File: config.mk
export PLATFORM = sky130hd
export DESIGN_NAME = capture_pkt_ctrl_flat
export DESIGN_NICKNAME = d
export VERILOG_FILES = /design/src/rtl/capture_pkg.sv /design/src/rtl/capture_pkt_ctrl_if.sv /design/src/rtl/cap_edge_det.sv /design/src/rtl/capture_pkt_ctrl.sv /design/src/flat_wrapper.sv
export SDC_FILE = /design/constraint.sdc
export NUM_CORES = 1
export LEC_CHECK = 0
export ABC_AREA = 1
export CAP_MARGIN = 20
export CORE_ASPECT_RATIO = 1.4
export CORE_MARGIN = 8
export CORE_UTILIZATION = 56
export DETAILED_ROUTE_END_ITERATION = 12
export MAX_ROUTING_LAYER = met4
export PLACE_DENSITY = 0.85
export SLEW_MARGIN = 5
export SYNTH_ARGS = -nofsm -noshare
export SYNTH_HDL_FRONTEND = slang
export SYNTH_SLANG_ARGS = --single-unit
File: constraint.sdc
create_clock -name pktctrl_clk -period 2.33 [get_ports pktctrl_clk]
set_clock_uncertainty 0.05 [all_clocks]
set_input_delay 0.5825 -clock pktctrl_clk [delete_from_list [all_inputs] [get_ports pktctrl_clk]]
set_output_delay 0.5825 -clock pktctrl_clk [all_outputs]
set_load 0.005 [all_outputs]
File: src/rtl/capture_pkg.sv
// Shared types and helpers for the capture packet sequencer.
package capture_pkg;

  typedef enum logic [2:0] {
    StIdle,
    StPhase,
    StData,
    StRest,
    StDone
  } cap_state_e;

  // Last path index before wrapping, for the 96-path and 48-path layouts.
  localparam logic [6:0] PATH96_MAX = 7'd95;
  localparam logic [6:0] PATH48_MAX = 7'd47;

  // Words per packet for a 2-bit length code.
  function automatic logic [11:0] decode_len(input logic [1:0] code);
    logic [11:0] n;
    case (code)
      2'd0:    n = 12'd256;
      2'd1:    n = 12'd512;
      2'd2:    n = 12'd1024;
      default: n = 12'd2048;
    endcase
    return n;
  endfunction

endpackage

File: src/rtl/capture_pkt_ctrl_if.sv
// Capture controls in, packet word stream and status out.
interface capture_pkt_ctrl_if #(
  parameter int unsigned DW = 9,
  parameter int unsigned AW = 15
);
  logic          rf_capture_mode_sync;
  logic          rf_capture_start_sync;
  logic          rf_capture_again_sync;
  logic          rf_96path_en_sync;
  logic [1:0]    rf_pkt_data_length_sync;
  logic [15:0]   rf_pkt_idle_length_sync;
  logic [8:0]    rf_pktctrl_gap_sync;
  logic [8:0]    rf_pktctrl_phase_sync;
  logic [DW-1:0] adc_data;

  logic          pkt_valid;
  logic          pkt_sop;
  logic          pkt_eop;
  logic [DW-1:0] pkt_data;
  logic [6:0]    pkt_path;
  logic [AW-1:0] cap_waddr;
  logic          cap_busy;
  logic          cap_done;

  // Sequencer side: consumes controls and samples, produces the stream.
  modport master (
    input  rf_capture_mode_sync, rf_capture_start_sync, rf_capture_again_sync,
           rf_96path_en_sync, rf_pkt_data_length_sync, rf_pkt_idle_length_sync,
           rf_pktctrl_gap_sync, rf_pktctrl_phase_sync, adc_data,
    output pkt_valid, pkt_sop, pkt_eop, pkt_data, pkt_path, cap_waddr, cap_busy, cap_done
  );

  // Register-file / sink side.
  modport slave (
    output rf_capture_mode_sync, rf_capture_start_sync, rf_capture_again_sync,
           rf_96path_en_sync, rf_pkt_data_length_sync, rf_pkt_idle_length_sync,
           rf_pktctrl_gap_sync, rf_pktctrl_phase_sync, adc_data,
    input  pkt_valid, pkt_sop, pkt_eop, pkt_data, pkt_path, cap_waddr, cap_busy, cap_done
  );

endinterface

File: src/rtl/cap_edge_det.sv
// Synchronous rising-edge detector. The history register resets high so a
// level already asserted when reset is released does not count as an edge.
module cap_edge_det (
  input  logic clk_i,
  input  logic rst_ni,
  input  logic d_i,
  output logic rise_o
);

  logic d_q;

  // Remember the previous sample.
  always_ff @(posedge clk_i) begin
    if (!rst_ni) begin
      d_q <= 1'b1;
    end else begin
      d_q <= d_i;
    end
  end

  assign rise_o = d_i & ~d_q;

endmodule

File: src/rtl/capture_pkt_ctrl.sv
// Capture packet sequencer: frames the ADC stream into fixed-length packets
// separated by idle periods and generates capture-memory write addresses.
module capture_pkt_ctrl
  import capture_pkg::*;
#(
  parameter int unsigned DW = 9,
  parameter int unsigned AW = 15
) (
  input logic                pktctrl_clk,
  input logic                pktctrl_rstn,
  capture_pkt_ctrl_if.master bus
);

  logic start;
  logic start_rise;
  logic again_rise;

  cap_state_e    state_q;
  logic [8:0]    phase_cnt_q;
  logic [8:0]    gap_cnt_q;
  logic [11:0]   word_cnt_q;
  logic [15:0]   rest_cnt_q;
  logic [AW-1:0] addr_q;
  logic [6:0]    path_q;

  // Packet configuration captured on every DATA entry.
  logic [11:0]   len_q;
  logic [8:0]    gap_q;
  logic [15:0]   idle_q;
  logic          mode_q;
  logic          p96_q;

  logic          valid_q;
  logic          sop_q;
  logic          eop_q;
  logic [DW-1:0] data_q;
  logic [6:0]    path_out_q;
  logic [AW-1:0] waddr_q;
  logic          busy_q;
  logic          done_q;

  logic          emit;
  logic          last;
  logic          enter_data;
  logic [6:0]    path_max;

  assign start = bus.rf_capture_start_sync;

  cap_edge_det u_start_edge (
    .clk_i  (pktctrl_clk),
    .rst_ni (pktctrl_rstn),
    .d_i    (bus.rf_capture_start_sync),
    .rise_o (start_rise)
  );

  cap_edge_det u_again_edge (
    .clk_i  (pktctrl_clk),
    .rst_ni (pktctrl_rstn),
    .d_i    (bus.rf_capture_again_sync),
    .rise_o (again_rise)
  );

  // Emit / end-of-packet decode and detection of a (re)entry into DATA.
  always_comb begin
    path_max   = p96_q ? PATH96_MAX : PATH48_MAX;
    emit       = (state_q == StData) && (gap_cnt_q == '0);
    last       = emit && (word_cnt_q == len_q - 12'd1);
    enter_data = ((state_q == StPhase) && (phase_cnt_q == '0)) ||
                 ((state_q == StRest) && (rest_cnt_q == '0) && start) ||
                 (last && mode_q && (idle_q == '0) && start);
  end

  // Sequencer state, counters and registered outputs.
  always_ff @(posedge pktctrl_clk) begin
    if (!pktctrl_rstn) begin
      state_q     <= StIdle;
      phase_cnt_q <= '0;
      gap_cnt_q   <= '0;
      word_cnt_q  <= '0;
      rest_cnt_q  <= '0;
      addr_q      <= '0;
      path_q      <= '0;
      len_q       <= '0;
      gap_q       <= '0;
      idle_q      <= '0;
      mode_q      <= 1'b0;
      p96_q       <= 1'b0;
      valid_q     <= 1'b0;
      sop_q       <= 1'b0;
      eop_q       <= 1'b0;
      data_q      <= '0;
      path_out_q  <= '0;
      waddr_q     <= '0;
      busy_q      <= 1'b0;
      done_q      <= 1'b0;
    end else begin
      valid_q <= 1'b0;
      sop_q   <= 1'b0;
      eop_q   <= 1'b0;
      busy_q  <= (state_q != StIdle) && (state_q != StDone);
      done_q  <= (state_q == StDone);

      case (state_q)
        StIdle: begin
          if (start_rise) begin
            state_q     <= StPhase;
            phase_cnt_q <= bus.rf_pktctrl_phase_sync;
            addr_q      <= '0;
            path_q      <= '0;
          end
        end
        StPhase: begin
          if (phase_cnt_q == '0) begin
            state_q   <= StData;
            gap_cnt_q <= '0;
          end else begin
            phase_cnt_q <= phase_cnt_q - 9'd1;
          end
        end
        StData: begin
          if (emit) begin
            gap_cnt_q  <= gap_q;
            word_cnt_q <= word_cnt_q + 12'd1;
            valid_q    <= 1'b1;
            sop_q      <= (word_cnt_q == '0);
            eop_q      <= last;
            data_q     <= bus.adc_data;
            waddr_q    <= addr_q;
            path_out_q <= path_q;
            addr_q     <= addr_q + AW'(1);
            path_q     <= (path_q == path_max) ? 7'd0 : path_q + 7'd1;
            if (last) begin
              word_cnt_q <= '0;
              if (!mode_q) begin
                state_q <= StDone;
              end else if (idle_q == '0) begin
                // Back-to-back packets: stay in DATA while start is held.
                if (!start) state_q <= StIdle;
              end else begin
                state_q    <= StRest;
                rest_cnt_q <= idle_q - 16'd1;
              end
            end
          end else begin
            gap_cnt_q <= gap_cnt_q - 9'd1;
          end
        end
        StRest: begin
          if (rest_cnt_q == '0) begin
            state_q <= start ? StData : StIdle;
          end else begin
            rest_cnt_q <= rest_cnt_q - 16'd1;
          end
        end
        StDone: begin
          // Re-arm keeps the address running; it takes priority over stop.
          if (again_rise) begin
            state_q     <= StPhase;
            phase_cnt_q <= bus.rf_pktctrl_phase_sync;
          end else if (!start) begin
            state_q <= StIdle;
          end
        end
        default: state_q <= StIdle;
      endcase

      // gap_cnt is deliberately not cleared here: between packets it still
      // holds the reloaded gap, which adds gap cycles to the idle spacing.
      if (enter_data) begin
        word_cnt_q <= '0;
        len_q      <= decode_len(bus.rf_pkt_data_length_sync);
        gap_q      <= bus.rf_pktctrl_gap_sync;
        idle_q     <= bus.rf_pkt_idle_length_sync;
        mode_q     <= bus.rf_capture_mode_sync;
        p96_q      <= bus.rf_96path_en_sync;
      end
    end
  end

  assign bus.pkt_valid = valid_q;
  assign bus.pkt_sop   = sop_q;
  assign bus.pkt_eop   = eop_q;
  assign bus.pkt_data  = data_q;
  assign bus.pkt_path  = path_out_q;
  assign bus.cap_waddr = waddr_q;
  assign bus.cap_busy  = busy_q;
  assign bus.cap_done  = done_q;

endmodule

File: src/flat_wrapper.sv
// flat-port wrapper written by rule: the top's interface ports become plain ports
module capture_pkt_ctrl_flat import capture_pkg::*;
#(
  parameter int unsigned DW = 9,
  parameter int unsigned AW = 15
)
  (pktctrl_clk, pktctrl_rstn, bus_rf_capture_mode_sync, bus_rf_capture_start_sync, bus_rf_capture_again_sync, bus_rf_96path_en_sync, bus_rf_pkt_data_length_sync, bus_rf_pkt_idle_length_sync, bus_rf_pktctrl_gap_sync, bus_rf_pktctrl_phase_sync, bus_adc_data, bus_pkt_valid, bus_pkt_sop, bus_pkt_eop, bus_pkt_data, bus_pkt_path, bus_cap_waddr, bus_cap_busy, bus_cap_done);
  capture_pkt_ctrl_if #(.DW(DW), .AW(AW)) bus_i ();
  input logic pktctrl_clk;
  input logic pktctrl_rstn;
  input wire logic [$bits(bus_i.rf_capture_mode_sync)-1:0] bus_rf_capture_mode_sync;
  input wire logic [$bits(bus_i.rf_capture_start_sync)-1:0] bus_rf_capture_start_sync;
  input wire logic [$bits(bus_i.rf_capture_again_sync)-1:0] bus_rf_capture_again_sync;
  input wire logic [$bits(bus_i.rf_96path_en_sync)-1:0] bus_rf_96path_en_sync;
  input wire logic [$bits(bus_i.rf_pkt_data_length_sync)-1:0] bus_rf_pkt_data_length_sync;
  input wire logic [$bits(bus_i.rf_pkt_idle_length_sync)-1:0] bus_rf_pkt_idle_length_sync;
  input wire logic [$bits(bus_i.rf_pktctrl_gap_sync)-1:0] bus_rf_pktctrl_gap_sync;
  input wire logic [$bits(bus_i.rf_pktctrl_phase_sync)-1:0] bus_rf_pktctrl_phase_sync;
  input wire logic [$bits(bus_i.adc_data)-1:0] bus_adc_data;
  output wire logic [$bits(bus_i.pkt_valid)-1:0] bus_pkt_valid;
  output wire logic [$bits(bus_i.pkt_sop)-1:0] bus_pkt_sop;
  output wire logic [$bits(bus_i.pkt_eop)-1:0] bus_pkt_eop;
  output wire logic [$bits(bus_i.pkt_data)-1:0] bus_pkt_data;
  output wire logic [$bits(bus_i.pkt_path)-1:0] bus_pkt_path;
  output wire logic [$bits(bus_i.cap_waddr)-1:0] bus_cap_waddr;
  output wire logic [$bits(bus_i.cap_busy)-1:0] bus_cap_busy;
  output wire logic [$bits(bus_i.cap_done)-1:0] bus_cap_done;
  assign bus_i.rf_capture_mode_sync = bus_rf_capture_mode_sync;
  assign bus_i.rf_capture_start_sync = bus_rf_capture_start_sync;
  assign bus_i.rf_capture_again_sync = bus_rf_capture_again_sync;
  assign bus_i.rf_96path_en_sync = bus_rf_96path_en_sync;
  assign bus_i.rf_pkt_data_length_sync = bus_rf_pkt_data_length_sync;
  assign bus_i.rf_pkt_idle_length_sync = bus_rf_pkt_idle_length_sync;
  assign bus_i.rf_pktctrl_gap_sync = bus_rf_pktctrl_gap_sync;
  assign bus_i.rf_pktctrl_phase_sync = bus_rf_pktctrl_phase_sync;
  assign bus_i.adc_data = bus_adc_data;
  assign bus_pkt_valid = bus_i.pkt_valid;
  assign bus_pkt_sop = bus_i.pkt_sop;
  assign bus_pkt_eop = bus_i.pkt_eop;
  assign bus_pkt_data = bus_i.pkt_data;
  assign bus_pkt_path = bus_i.pkt_path;
  assign bus_cap_waddr = bus_i.cap_waddr;
  assign bus_cap_busy = bus_i.cap_busy;
  assign bus_cap_done = bus_i.cap_done;
  capture_pkt_ctrl #(.DW(DW), .AW(AW)) u_core (.pktctrl_clk(pktctrl_clk), .pktctrl_rstn(pktctrl_rstn), .bus(bus_i));
endmodule
==> results of run 1 <==
final cells by class:
type	count	area (um^2)
clock inverters	13	141.4
well taps	153	191.4
inverters	141	533.0
repair buffers	116	1119
multi-input cells	775	3715
flip-flops and latches	140	2804
fillers	1056	3796
clock buffers	19	452.9
worst register-to-register path, delay by kind of cell (launching register included):
kind | cells | cell delay [ns]
adder cells (fa/ha/maj) | 1 | 0.30
flip-flops | 1 | 0.34
AND/OR/NAND/NOR | 11 | 1.03
buffers and inverters | 3 | 0.36
per-layer routing:
layer | GRT usage [%] | part of all wire [%] | up-vias
li1 | - | - | 3715
met1 | 23.43 | 41 | 3323
met2 | 40.05 | 51 | 212
met3 | 4.709 | 4.3 | 64
met4 | 11.98 | 3.6 | 0
met5 | - | 0 | -
sequential cells by signal, indices dropped and copies added, names as in the netlist, 3 cells and up:
register	count
u_core.idle_q	16
u_core.rest_cnt_q	16
u_core.addr_q	15
u_core.bus.cap_waddr	15
u_core.word_cnt_q	12
u_core.bus.pkt_data	9
u_core.gap_cnt_q	9
u_core.gap_q	9
u_core.phase_cnt_q	9
u_core.bus.pkt_path	7
u_core.path_q	7
u_core.len_q	4
u_core.state_q	3
per-stage QoR:
stage / TNS, ns / power [mW] / hold slack, ns / cell area [um^2]
finish: 0 / 11.76 / 0.4297 / 8956
global route: -0.0005662 / 12.64 / 0.4489 / 8956
CTS: 0 / 11.74 / 0.4348 / 8949
detailed placement: 0 / 8.985 / 0.4211 / 8354
global placement: 0 / 8.851 / 0.4105 / 8354
floorplan: 0 / 7.205 / 0.4083 / 7272
kinds of logic after synthesis:
kind of cell | share of synthesized area [%]
AND/OR/NAND/NOR | 33.50
buffers and inverters | 10.51
AO/OA/AOI/OAI | 13.61
flip-flops | 38.54
XOR/XNOR | 2.288
adder cells (fa/ha/maj) | 1.549
where the power goes:
part | switching, mW | internal [mW] | leakage [nW]
Combinational | 3.33 | 2.34 | 2.67
Clock | 1.08 | 1.64 | 0.285
Sequential | 0.359 | 3.02 | 1.14
final timing paths:
check,from,end,cells after the start
setup / recovery,u_core.len_q[8]$_SDFFE_PN0P_,u_core.rest_cnt_q[4]$_SDFFE_PN0P_,15
hold / removal,u_core.bus.cap_waddr[14]$_SDFFE_PN0P_,u_core.bus.cap_waddr[14]$_SDFFE_PN0P_,2
setup reg to reg,u_core.len_q[8]$_SDFFE_PN0P_,u_core.rest_cnt_q[4]$_SDFFE_PN0P_,15
hold reg to reg,u_core.bus.cap_waddr[14]$_SDFFE_PN0P_,u_core.bus.cap_waddr[14]$_SDFFE_PN0P_,2
placed cells by master (no fill, tap or decap), types with 6 or more instances in the layout:
master / n
xor2_1: 13
nor2_1: 180
ha_1: 9
nor2_2: 7
nand2_1: 238
nand3_1: 72
a31oi_1: 7
dfxtp_1: 139
nand4_1: 29
clkdlybuf4s50_1: 85
o21ai_0: 58
xnor2_1: 6
inv_1: 134
nor3_1: 17
buf_4: 27
o21ai_1: 9
a21oi_1: 88
clkbuf_16: 17
==> results_dict.tcl, run 1 <==
set metrics [dict create \
    r2r_slack_ns 0.17 \
    die_width_um 112.3 \
    ctsHoldBuffers 0 \
    routed-via-count 7314 \
    fin_ws_ns 0.1744 \
    cts-resized-gates 0 \
    maxCapViolCount 0 \
    hpwl_um 13350 \
    crit_path_start_kind "flop" \
    async_flop_share_pct 0 \
    syn_inst 1102 \
    cts_root_buf "clkbuf_16" \
    clockBufferDepth 2 \
    syn_avg_cell_area_um2 6.599 \
    synthTopCellsByCount "nand2_1 (238), nor2_1 (181), dfxtp_1 (140), inv_1 (134), a21oi_1 (88)" \
    htree_levels 4 \
    place_congestion 0.9230 \
    antenna_found_initial 0 \
    crit_required_ns 2.62 \
    setup_violations 0 \
    synthTopCellsByArea "dfxtp_1 (39%), nand2_1 (12%), nor2_1 (9.3%)" \
    first_global_vias 6972 \
    wl_per_cell_um 13.80 \
    min_path_type "flop to flop" \
    drtIter0Drc 420 \
    yosysWarnings 0 \
    drv_slew 0 \
    synth_nets 1162 \
    critPathMaxStageDelay_ns 0.34 \
    cpLargestDelayFamily "simple AND/OR/NAND/NOR gates" \
    cp_common_cell "nand2_1" \
    antenna_cells 0 \
    ys_seq_area_share_pct 38.54 \
    io_buffers 86 \
    synth_area_mm2 0.007272 \
    drt_first_pass_iters 4 \
    clkSlewWorstSetupHoldPaths_ns 0.06 \
    ys.flop_type "dfxtp_1" \
    dp_worst_setup_slack_ns 0.008636 \
    end_kind "flop" \
    ir_drop_mv 0.9410 \
    hold_viol 0 \
    cts_sinks 140 \
    ant_nets 0 \
    grt_util_all_layers_pct 22.66 \
    area_delta_synth_final_pct 23.16 \
    avgViaCountPerCell 5.390 \
    coreArea_mm2 0.01275 \
    dp_cells 1325 \
    worstPathCellList "inv_1 -> ha_1 -> inv_1 -> nand2_1 -> nand2_1 -> nor2_2 -> nand3_1 -> nor2_1 -> nand3_1 -> nand2_2 -> nand2_1 -> buf_4 -> nand2_1 -> nand2_1 -> nor2_1" \
    synthDistinctLibCells 43 \
    floorplan.initialDensity_pct 57.03 \
    grt_pass1_wl_um 30970 \
    grt_overflow 0 \
    fmax_mhz 463.9 \
    cp.arrival_ns 2.45 \
    power.density_mw_per_mm2 1313 \
    cts_inserted_buffers 17 \
    synth_most_common_cell "nand2_1" \
    cts_tree "built" \
    rows 49 \
    io_pins 87 \
    synth-seq-cells 140 \
    fin_util_pct 70.23 \
    yosys.area.top_type_share_pct 38.54 \
    dieHeight_um 150.8 \
    drc 0 \
    period_needed_ns 2.156 \
    fin_cells 1357 \
    grt_max_degree 63 \
    wl_um 18720 \
    synth.largest_area_cell "dfxtp_1" \
    critPathSlowestCell "dfxtp_1" \
    fin_crit_sh_pct 92.51 \
    synth_edf_count 0 \
    relSlewSlack_pct 66.58 \
    status "finished, final reports clean" \
    worstSetupPathType "flop to flop" \
    tightest_slew_ns 0.4998 \
    dieArea_mm2 0.01694 \
    cts_setup_buffers 0 \
    critPathMaxFanout 29 \
    drive_gt1_share_pct 8.306 \
    p_leak_nw 4.089 \
    worstPathBufferInverterCount 3 \
    clock_latency_ns 0.42 \
    final_nets 1251 \
]
Note: power is estimated with default switching activity, not from simulation.
==> run 2: changes to the inputs <==
Settings changed: CTS_CLUSTER_SIZE set to 25, REMOVE_ABC_BUFFERS set to 1.
==> run 2 against run 1 <==
  * Worst hold slack worse by 0.0012 ns
  * Wire length is 0.27% lower
  * Utilization is 0.90 points higher
  * Non-clock buffer count is 8 higher
  * Clock power is 7.7% higher
  * Die area stayed put
  * Power is 1.2% higher
  * Flip-flop and latch count stayed put
  * Largest power group unchanged
==> results_dict.tcl, run 2 (synthesis gave the netlist of run 1 again) <==
set metrics [dict create \
    status "finished, final reports clean" \
    clock_power_share_pct 24.6 \
    cpLargestDelayFamily "simple AND/OR/NAND/NOR gates" \
    crit_required_ns 2.61 \
    fin_cells 1365 \
    grt_overflow 0 \
    regArea_mm2 0.002803 \
    worstPathCellList "nand3_4 -> buf_4 -> o21ai_1 -> nand2_1 -> nor2_2 -> nand2_1 -> nor2_1 -> nor2_1 -> nor2_1 -> nor2_1" \
    rows 49 \
    mostFrequentLayoutCells "nand2_1 (238), nor2_1 (179), dfxtp_1 (140)" \
    place_congestion 0.9451 \
    layout_commonest_cell "nand2_1" \
    rsz0062_at_grt "false" \
    worstPathBufferInverterCount 1 \
    combPwrFrac_pct 47.0 \
    dieHeight_um 150.8 \
    drt_first_pass_iters 5 \
    finalPower_mw 11.90 \
    clock_latency_ns 0.43 \
    tns_ns 0 \
    crit_path_start_kind "flop" \
    intPower_mw 7.141 \
    die_width_um 112.3 \
    cp.arrival_ns 2.39 \
    setup_violations 0 \
    hpwl_um 13380 \
    clockBufferDepth 2 \
    p_seq_share_pct 28.4 \
    tightest_slew_ns 0.4583 \
    drtIter0Drc 433 \
    drive_gt1_share_pct 8.746 \
    end_kind "flop" \
    p_switching_mw 4.760 \
    p_leak_nw 4.157 \
    area_delta_synth_final_pct 24.74 \
    wl_met2_um 9917 \
    fill_cells 1033 \
    drv_slew 0 \
    fmax_mhz 472.6 \
    coreArea_mm2 0.01275 \
    drc 0 \
    wl_met1_um 7486 \
    period_needed_ns 2.116 \
    floorplan.initialDensity_pct 57.03 \
    routed-wl-met3_um 852 \
    dieArea_mm2 0.01694 \
    avgViaCountPerCell 5.352 \
    cts_tree "built" \
    antenna_found_initial 0 \
    final_nets 1259 \
    maxCapViolCount 0 \
    cp_common_cell "nor2_1" \
    multi_input_area_mm2 0.003717 \
    clkSlewWorstSetupHoldPaths_ns 0.06 \
    hold_viol 0 \
    top_layer "met4" \
    io_buffers 86 \
    ir_drop_mv 0.6791 \
    cts_inserted_buffers 17 \
    antenna_cells 0 \
    p_sw_share_pct 40.00 \
    grt_util_all_layers_pct 23.06 \
    wl_um 18670 \
    cts_sinks 140 \
    worstSetupPathType "flop to flop" \
    grt_max_degree 47 \
    ant_nets 0 \
    fin_util_pct 71.13 \
    critPathSlowestCell "dfxtp_1" \
    min_path_type "flop to flop" \
    grt_pass1_wl_um 31260 \
    htree_levels 4 \
    relSlewSlack_pct 69.44 \
    routed-via-count 7305 \
    cts_root_buf "clkbuf_16" \
    critPathMaxFanout 17 \
    wl_per_cell_um 13.68 \
    power.density_mw_per_mm2 1312 \
    largest_registers "u_core.idle_q x16, u_core.rest_cnt_q x16" \
    first_global_vias 6993 \
    dp_cells 1330 \
    io_pins 87 \
    critPathMaxStageDelay_ns 0.47 \
    fin_crit_sh_pct 90.81 \
]
-- run 2: changes by cell type in the layout (fill, tap and decap cells not counted), sizes merged --
cell and change:
clkinvlp -4, bufinv +2, buf +8, inv +3, clkbuf -1
-- run 2: worst reg2reg max path: stages, from the launching register on --
cell and delay [ns]:
dfxtp_1 0.47, nand3_4 0.22, buf_4 0.25, o21ai_1 0.29, nand2_1 0.18, nor2_2 0.15
nand2_1 0.06, nor2_1 0.15, nor2_1 0.06, nor2_1 0.10, nor2_1 0.05
-- run 2: power by group through the flow --
stage	clock network [mW]	registers (mW)	logic, mW
floorplan	0	3.39	3.63
global placement	0	3.39	5.43
detailed placement	0	3.41	5.54
CTS	2.97	3.37	5.61
global route	3.07	3.45	6.34
finish	2.93	3.37	5.59
-- run 2: path summary, 6_finish.rpt --
check,start,to,slack (ns),cells after the start
setup / recovery,u_core.state_q[1]$_SDFFE_PN0P_,u_core.rest_cnt_q[15]$_SDFFE_PN0P_,0.21,10
hold / removal,u_core.bus.pkt_data[7]$_SDFFE_PN0P_,u_core.bus.pkt_data[7]$_SDFFE_PN0P_,0.43,2
setup reg to reg,u_core.state_q[1]$_SDFFE_PN0P_,u_core.rest_cnt_q[15]$_SDFFE_PN0P_,0.21,10
hold reg to reg,u_core.bus.pkt_data[7]$_SDFFE_PN0P_,u_core.bus.pkt_data[7]$_SDFFE_PN0P_,0.43,2
-- run 2: per-stage QoR --
stage               setup slack, ns  area [um^2]  hold slack [ns]
finish                       0.2142         9071           0.4285
floorplan                   -0.6804         7037           0.4083
global route               0.009349         9071           0.4558
global placement            0.07195         8404           0.4114
CTS                          0.1223         9044           0.4365
detailed placement          0.02354         8404           0.4222
-- run 2: what timing repair did --
item	in CTS	in global routing
gates resized for setup	0	2
hold buffers	0	0
setup endpoints to repair	0	34
buffers inserted	0	3
-- run 2: layout make-up --
type	instances	area share, %
multi-input combinational	775	40.98
sequential	140	30.90
timing repair buffer	124	13.13
inverter	141	5.834
clock buffer	18	4.731
clock inverter	14	2.317
tap	153	2.110
-- run 2: metal layers --
layer,vias to the layer above,GRT usage [%]
li1,3734,-
met1,3374,23.74
met2,163,41.59
met3,34,5.188
met4,0,9.953
met5,-,-
